### src/rtl/init_reg_pkg.sv
// Shared definitions for the init_reg_bank: the address-width rule and the
// per-channel request priority encoding.
package init_reg_pkg;

  typedef enum logic [1:0] {
    REQ_NONE,
    REQ_INC,
    REQ_CLR,
    REQ_WR
  } req_e;

  function automatic int addr_w(input int channels);
    return (channels > 1) ? $clog2(channels) : 1;
  endfunction

endpackage

### src/rtl/init_reg_bank_if.sv
// Request/read bus of the init_reg_bank; master drives strobes, slave answers
// with read data, dirty flags and the overflow pulse.
interface init_reg_bank_if #(
  parameter int WIDTH    = 8,
  parameter int CHANNELS = 4
);
  import init_reg_pkg::*;

  localparam int AW = addr_w(CHANNELS);

  logic                wr_en;
  logic [AW-1:0]       wr_addr;
  logic [WIDTH-1:0]    wr_data;
  logic                inc_en;
  logic [AW-1:0]       inc_addr;
  logic                clr_en;
  logic [AW-1:0]       clr_addr;
  logic [AW-1:0]       rd_addr;
  logic [WIDTH-1:0]    rd_data;
  logic [CHANNELS-1:0] dirty;
  logic                ovf;

  modport master (
    output wr_en, wr_addr, wr_data, inc_en, inc_addr, clr_en, clr_addr, rd_addr,
    input  rd_data, dirty, ovf
  );

  modport slave (
    input  wr_en, wr_addr, wr_data, inc_en, inc_addr, clr_en, clr_addr, rd_addr,
    output rd_data, dirty, ovf
  );

endinterface

### src/rtl/init_reg_cell.sv
// One channel of the bank: value register, dirty bit and the
// write/restore/increment update selected by the decoded request.
module init_reg_cell import init_reg_pkg::*; #(
  parameter int               WIDTH    = 8,
  parameter logic [WIDTH-1:0] INIT     = '0,
  parameter bit               SATURATE = 1'b0
) (
  input  logic             clock,
  input  logic             reset,
  input  req_e             req,
  input  logic [WIDTH-1:0] wr_data,
  output logic [WIDTH-1:0] value,
  output logic             dirty,
  output logic             wrap
);

  localparam logic [WIDTH-1:0] MAX = '1;

  // Declaration initialisers give the INIT power-up state even without a reset.
  logic [WIDTH-1:0] value_q = INIT;
  logic             dirty_q = 1'b0;

  function automatic logic [WIDTH-1:0] next_inc(input logic [WIDTH-1:0] v);
    if (SATURATE && (v == MAX)) return MAX;
    return v + 1'b1;
  endfunction

  always_ff @(posedge clock or posedge reset) begin
    if (reset) begin
      value_q <= INIT;
      dirty_q <= 1'b0;
    end else begin
      case (req)
        REQ_WR: begin
          value_q <= wr_data;
          dirty_q <= 1'b1;
        end
        REQ_CLR: begin
          value_q <= INIT;
          dirty_q <= 1'b0;
        end
        REQ_INC: begin
          value_q <= next_inc(value_q);
          dirty_q <= 1'b1;
        end
        default: ;
      endcase
    end
  end

  // Only an accepted increment reaches here, so priority-dropped ones never flag.
  assign wrap  = (req == REQ_INC) && (value_q == MAX);
  assign value = value_q;
  assign dirty = dirty_q;

endmodule

### src/rtl/init_reg_bank.sv
// Bank of CHANNELS registers sharing a common power-up/restore value, with
// per-channel write/restore/increment and a combined overflow pulse.
module init_reg_bank import init_reg_pkg::*; #(
  parameter int WIDTH    = 8,
  parameter int CHANNELS = 4,
  parameter int INIT     = 7,
  parameter bit SATURATE = 1'b0
) (
  input logic            clock,
  input logic            reset,
  init_reg_bank_if.slave bus
);

  localparam int               AW     = addr_w(CHANNELS);
  localparam logic [WIDTH-1:0] INIT_T = WIDTH'(INIT);

  logic [WIDTH-1:0]    values [CHANNELS];
  logic [CHANNELS-1:0] wraps;
  logic [CHANNELS-1:0] dirty;
  logic                ovf_q = 1'b0;

  for (genvar i = 0; i < CHANNELS; i++) begin : g_cell
    req_e req;

    // Out-of-range addresses never match any channel and so are dropped.
    always_comb begin
      req = REQ_NONE;
      if (bus.wr_en && (bus.wr_addr == AW'(i)))
        req = REQ_WR;
      else if (bus.clr_en && (bus.clr_addr == AW'(i)))
        req = REQ_CLR;
      else if (bus.inc_en && (bus.inc_addr == AW'(i)))
        req = REQ_INC;
    end

    init_reg_cell #(
      .WIDTH    (WIDTH),
      .INIT     (INIT_T),
      .SATURATE (SATURATE)
    ) u_cell (
      .clock   (clock),
      .reset   (reset),
      .req     (req),
      .wr_data (bus.wr_data),
      .value   (values[i]),
      .dirty   (dirty[i]),
      .wrap    (wraps[i])
    );
  end

  always_comb begin
    bus.rd_data = '0;
    for (int i = 0; i < CHANNELS; i++)
      if (bus.rd_addr == AW'(i)) bus.rd_data = values[i];
  end

  always_ff @(posedge clock or posedge reset) begin
    if (reset) ovf_q <= 1'b0;
    else       ovf_q <= |wraps;
  end

  assign bus.dirty = dirty;
  assign bus.ovf   = ovf_q;

endmodule

### src/flat_wrapper.sv
// flat-port wrapper written by rule: the top's interface ports become plain ports
module init_reg_bank_flat import init_reg_pkg::*;
#(
  parameter int WIDTH    = 8,
  parameter int CHANNELS = 4,
  parameter int INIT     = 7,
  parameter bit SATURATE = 1'b0
)
  (clock, reset, bus_wr_en, bus_wr_addr, bus_wr_data, bus_inc_en, bus_inc_addr, bus_clr_en, bus_clr_addr, bus_rd_addr, bus_rd_data, bus_dirty, bus_ovf);
  init_reg_bank_if #(.WIDTH(WIDTH), .CHANNELS(CHANNELS)) bus_i ();
  input logic clock;
  input logic reset;
  input wire logic [$bits(bus_i.wr_en)-1:0] bus_wr_en;
  input wire logic [$bits(bus_i.wr_addr)-1:0] bus_wr_addr;
  input wire logic [$bits(bus_i.wr_data)-1:0] bus_wr_data;
  input wire logic [$bits(bus_i.inc_en)-1:0] bus_inc_en;
  input wire logic [$bits(bus_i.inc_addr)-1:0] bus_inc_addr;
  input wire logic [$bits(bus_i.clr_en)-1:0] bus_clr_en;
  input wire logic [$bits(bus_i.clr_addr)-1:0] bus_clr_addr;
  input wire logic [$bits(bus_i.rd_addr)-1:0] bus_rd_addr;
  output wire logic [$bits(bus_i.rd_data)-1:0] bus_rd_data;
  output wire logic [$bits(bus_i.dirty)-1:0] bus_dirty;
  output wire logic [$bits(bus_i.ovf)-1:0] bus_ovf;
  assign bus_i.wr_en = bus_wr_en;
  assign bus_i.wr_addr = bus_wr_addr;
  assign bus_i.wr_data = bus_wr_data;
  assign bus_i.inc_en = bus_inc_en;
  assign bus_i.inc_addr = bus_inc_addr;
  assign bus_i.clr_en = bus_clr_en;
  assign bus_i.clr_addr = bus_clr_addr;
  assign bus_i.rd_addr = bus_rd_addr;
  assign bus_rd_data = bus_i.rd_data;
  assign bus_dirty = bus_i.dirty;
  assign bus_ovf = bus_i.ovf;
  init_reg_bank #(.WIDTH(WIDTH), .CHANNELS(CHANNELS), .INIT(INIT), .SATURATE(SATURATE)) u_core (.clock(clock), .reset(reset), .bus(bus_i));
endmodule
### config.mk
export PLATFORM = sky130hd
export DESIGN_NAME = init_reg_bank_flat
export DESIGN_NICKNAME = d
export VERILOG_FILES = /design/src/rtl/init_reg_pkg.sv /design/src/rtl/init_reg_bank_if.sv /design/src/rtl/init_reg_cell.sv /design/src/rtl/init_reg_bank.sv /design/src/flat_wrapper.sv
export SDC_FILE = /design/constraint.sdc
export NUM_CORES = 1
export LEC_CHECK = 0
export BUFFER_PORTS_ARGS = -buffer_cell sky130_fd_sc_hd__buf_2
export CORE_ASPECT_RATIO = 1.25
export CORE_MARGIN = 2
export CORE_UTILIZATION = 59
export DETAILED_ROUTE_END_ITERATION = 6
export GPL_ROUTABILITY_DRIVEN = 0
export GPL_TIMING_DRIVEN = 0
export MAX_ROUTING_LAYER = met4
export PLACE_DENSITY_LB_ADDON = 0.2
export SLEW_MARGIN = 30
export SYNTH_ARGS = -nofsm -noshare
export SYNTH_HDL_FRONTEND = slang
export SYNTH_SLANG_ARGS = --single-unit
export TNS_END_PERCENT = 100
### constraint.sdc
create_clock -name clock -period 1.6 [get_ports clock]
set_input_delay 0.16 -clock clock [delete_from_list [all_inputs] [get_ports clock]]
set_output_delay 0.16 -clock clock [all_outputs]
set_load 0.02 [all_outputs]
[Yosys cells after proc, flatten, opt, wreduce, memory -nomap -nowiden]
Cells that the tools add are included.
Word-level totals
  register bits: 37
  output and inout port bits: 13
Operators by class
  add/sub/neg operators: 4
  equal/unequal tests: 28
  muxes and demuxes: 24
  reduce and logical (&&, ||, !) cells: 33
Operators with widths (number)
  $pmux W8 S3: 4
  $add A8 B1 Y8 const B: 4
  $eq A2 B2 Y1 const B: 16
  $eq A8 B8 Y1 const B: 4
  $mux W8: 4
  $eq A2 B1 Y1 const B: 8
  $logic_and A1 B1 Y1: 16
  $mux W2: 8
  $reduce_bool A3 Y1: 4
  $logic_not A2 Y1: 4
  $pmux W1 S2: 4
  $reduce_bool A2 Y1: 4
  $reduce_or A2 Y1: 4
  $mux W1: 4
  $reduce_or A4 Y1: 1

[Depth between registers and ports, before layout]
  depth after elaboration: 8
  depth in mapped cells: 9

[Modules after synthesis]
From an unflattened synthesis, not the netlist that was laid out.
Unflattened totals
  cell total of the unflattened synthesis: 324
  area total of the unflattened synthesis: 2960.3 um^2
By module, submodules not included
  init_reg_cell: times used 4, cells an instance 72, area an instance 646.9 um^2, seq. area each 229.0 um^2
  init_reg_bank: times used 1, cells an instance 36, area an instance 372.9 um^2, seq. area each 25.0 um^2

[Worst setup path before layout]
No wires, ideal clock.
  kind: input -> register
  from: in bus_wr_addr[1]
  to: reg u_core.g_cell[0].u_cell.value_q[6]
  arrival time: 1792 ps
  required time: 1531 ps
  slack: -261 ps
  stages: 7
  path through: or3b_2 -> o41ai_2 -> inv_1 -> ha_1 -> nand2_1 -> or4b_1 -> nand3_1
On the way
  cells in the longest elaborated chain, start to end: 5
  elaborated cells between the ends (all ways): 8
  classes of those cells: 3 x eq/ne; 2 x mux; 3 x reduce/logical
Ends and longest elaborated chain
  from (decl): line flat_wrapper.sv:14  | input wire logic [$bits(bus_i.wr_addr)-1:0] bus_wr_addr;
  $logic_not A2 Y1 (*): line init_reg_bank.sv:28  | if (bus.wr_en && (bus.wr_addr == AW'(i)))
  $logic_and A1 B1 Y1 (*): line init_reg_bank.sv:28
  $mux W2 (*): line init_reg_bank.sv:28
  $eq A2 B1 Y1 / $eq A2 B2 Y1 (equally long branches): line init_reg_cell.sv:33  | case (req)
  $pmux W8 S3 / $reduce_bool A3 Y1 (equally long branches)
  to (signal assigned): line init_reg_cell.sv:35  | value_q <= wr_data;
  to (signal assigned): line init_reg_cell.sv:43  | value_q <= next_inc(value_q);
  to (decl): line init_reg_cell.sv:20  | logic [WIDTH-1:0] value_q = INIT;
Mark *: on every way between the ends. The rest lies on a longest branch, timed or not.
A chain may end at the register's enable or synchronous reset.

[Worst setup path after layout]
  from: reg u_core.g_cell[3].u_cell.value_q[1]
  to: out bus_rd_data[1]
On the way
  cells in the longest elaborated chain, start to end: 1
Ends and longest elaborated chain
  from (decl): line init_reg_cell.sv:20
  from (signal assigned): line init_reg_cell.sv:35
  from (signal assigned): line init_reg_cell.sv:43
  $mux W8: line init_reg_bank.sv:54  | if (bus.rd_addr == AW'(i)) bus.rd_data = values[i];
  to (decl): line flat_wrapper.sv:21  | output wire logic [$bits(bus_i.rd_data)-1:0] bus_rd_data;
Every way passes these cells.

==> results.yml <==
yosys:
  synthesis.nets: 347
  synth_top_cell_area_share: 0.216
  synth_edf_count: 0
  syn_area_per_cell_um2: 9.32
  synth.area.top_cells: "dfrtp_1 (22%), dfstp_2 (11%), ha_1 (6.9%)"
  ys_async_sr_fraction: 1.00
  syn_inst: 310
  syn_area_mm2: 0.00289
  synth_area_leader_cell: "dfrtp_1"
  yosysUniqueCellTypes: 53
  synth.ff_latch_count: 37
  synthFlopType: "dfrtp_1"
  yosysWarnings: 0
  yosysSeqAreaShare: 0.326
worst_setup_path:
  critPathRequiredTime_ns: 1.44
  critPathBufInv: 2
  startpoint_type: "register"
  critPathMaxFanout: 4
  cpLargestDelayFamily: "multiplexers"
  setup.worst_path.end_class: "primary output"
  crit_arrival_ns: 1.47
  worstSetupPathType: "register to primary output"
  cpPeakStageDelay_ns: 0.46
  cp_slowest_cell: "mux4_2"
  crit_chain: "buf_4 > mux4_2 > buf_2"
power:
  leakagePower_uw: 0.00150
  vdd_drop_max_v: 0.000502
  p_per_area_mw_per_mm2: 987
cts:
  h-tree-depth: 2
  clk_latency_ns: 0.29
  cts_tree: "built"
  clk_pin_slew_ns: 0.08
  numClockSinks: 37
  cts.path.max_buffers: 2
  cts_made_buffers: 5
  clock-root-buffer: "clkbuf_8"
global_route:
  grt_max_degree: 27
  track_usage: 0.313
  grt_first_pass_wirelength_mm: 12.5
  antenna_found_initial: 0
  grt_pass1_vias: 2659
  overflow: 0
floorplanning:
  dieArea_mm2: 0.00548
  die_w_um: 66.6
  pin_count: 34
  rows: 28
  fp.dieH_um: 82.3
  core_area_mm2: 0.00473
  start_util: 0.611
sta:
  rsz0062_at_grt: "true"
  hold_violations: 0
  slew_headroom: 0.752
  skew_ns: 0.00825
  fin_crit_sh: 1.02
  timing.fmax_ghz: 0.613
  whs_ns: 0.113
  period_needed_ns: 1.63
  fin_tns_setup_ns: -0.0415
  worst_slack_ns: -0.0308
  drv_slew: 0
  setup_viol: 3
  tightest_slew_ns: 0.367
status:
  violations: "negative setup slack"
  status: "finished, violations left"
min_path:
  hp-class: "primary input to register"
layout:
  syn2layout_area_growth_pct: 22.8
  final_common_cell: "buf_2"
  final_cell_mix: "buf_2 (32), nor2_1 (21), dfrtp_1 (20), a21oi_1 (18), inv_1 (18)"
  drive_gt1_frac: 0.385
  diodes: 0
  finalNetCount: 395
  fin_area_mm2: 0.00355
routing:
  wirelength_mm: 8.18
  antenna_left: 0
  wl_per_cell_um: 19.6
  vias: 2833
  post-route-drc-count: 0
  dr.pass1.iters: 5
  via_per_inst: 6.78
  drt_iter0_drc: 238
place:
  placed_cell_area_mm2: 0.00322
  dp_hpwl_mm: 5.81
  port_buffers: 31
job:
  drv_cap: 0
flip-flops by register name, indices dropped and copies added (netlist names):
register / count
u_core.g_cell.u_cell.value: 32
u_core.g_cell.u_cell.dirty: 4
u_core.bus.ovf: 1
area by class of cell:
| type | count | area, µm² |
|---|---|---|
| repair buffers | 42 | 278 |
| well taps | 60 | 75.1 |
| clock buffers | 7 | 86.3 |
| fillers | 347 | 1180 |
| plain buffers | 17 | 119 |
| multi-input cells | 233 | 1960 |
| inverters | 22 | 82.6 |
| flip-flops and latches | 37 | 947 |
cells in the mapped netlist (all sizes together), types with 2 or more instances:
cell type	instances
and2	6
a211oi	4
dfrtp	25
o22ai	8
o22a	2
a311oi	6
a21oi	18
o211ai	15
o311ai	3
nor3b	8
buf	14
o32a	7
inv	22
mux2	4
or2	6
dfstp	12
mux4	8
o21bai	3
ha	16
nand3b	4
nand4	8
or4b	4
nand2	13
a21o	11
a22oi	6
nor3	2
nand3	21
nand2b	4
and3b	2
or3	7
nor2b	2
a41o	2
clkbuf	4
nor2	23
final timing paths:
kind | slack [ns] | start | endpoint | cells after the start
max | -0.03 | u_core.g_cell[3].u_cell.value[1] | bus_rd_data[1] | 3
min | 0.11 | bus_wr_data[3] | u_core.g_cell[1].u_cell.value[3] | 2
max reg2reg | -0.01 | u_core.g_cell[0].u_cell.value[0] | u_core.g_cell[0].u_cell.value[6] | 4
min reg2reg | 0.51 | u_core.g_cell[2].u_cell.dirty | u_core.g_cell[2].u_cell.dirty | 1
max in group asynchronous | 0.73 | reset | u_core.g_cell[2].u_cell.value[2] | 4
min in group asynchronous | 0.35 | reset | u_core.g_cell[0].u_cell.value[4] | 3
metal layers:
layer,global-route usage,share of wire,vias to the layer above
li1,-,-,1285
met1,0.361,0.38,1336
met2,0.520,0.48,173
met3,0.0542,0.094,39
met4,0.169,0.046,0
met5,-,0,-
kinds of logic after synthesis:
| family | after synthesis | share of synthesized area |
|---|---|---|
| compound gates | 91 | 0.240 |
| mux | 12 | 0.0805 |
| flops | 37 | 0.326 |
| simple gates | 114 | 0.223 |
| fa+ha+maj | 16 | 0.0693 |
| buf+inv | 40 | 0.0610 |
per-stage QoR:
step / power, µW / cells / utilization / setup slack (ns)
finish: 3500 / 418 / 0.750 / -0.0308
global route: 3670 / 418 / 0.750 / -0.0791
CTS: 3340 / 413 / 0.709 / -0.0449
detailed placement: 2620 / 402 / 0.681 / -0.403
global placement: 2580 / 401 / 0.677 / -0.378
floorplan: 2250 / 310 / - / -0.130
power breakdown:
part / internal, µW / leakage [µW] / total (µW) / switching (µW)
clock: 343 / 0.0000443 / 696 / 353
sequential: 1190 / 0.000439 / 1530 / 332
combinational: 629 / 0.00102 / 1280 / 650
worst register-to-register path, cell delays in order, from the launching register on:
cell and delay [ns]:
dfstp_2 0.58, ha_2 0.21, nand3_2 0.14, or4b_4 0.55, nand3_2 0.07
timing repair:
| item | 4_1_cts | 5_1_grt |
|---|---|---|
| resized for setup | 7 | 54 |
| pin swaps | 1 | 10 |
| endpoints found under the setup margin | 15 | 32 |
| hold endpoints to repair | 7 | 0 |
| setup buffers | 3 | 6 |
| hold buffers | 1 | 0 |
(Power assumes the default switching activity.)
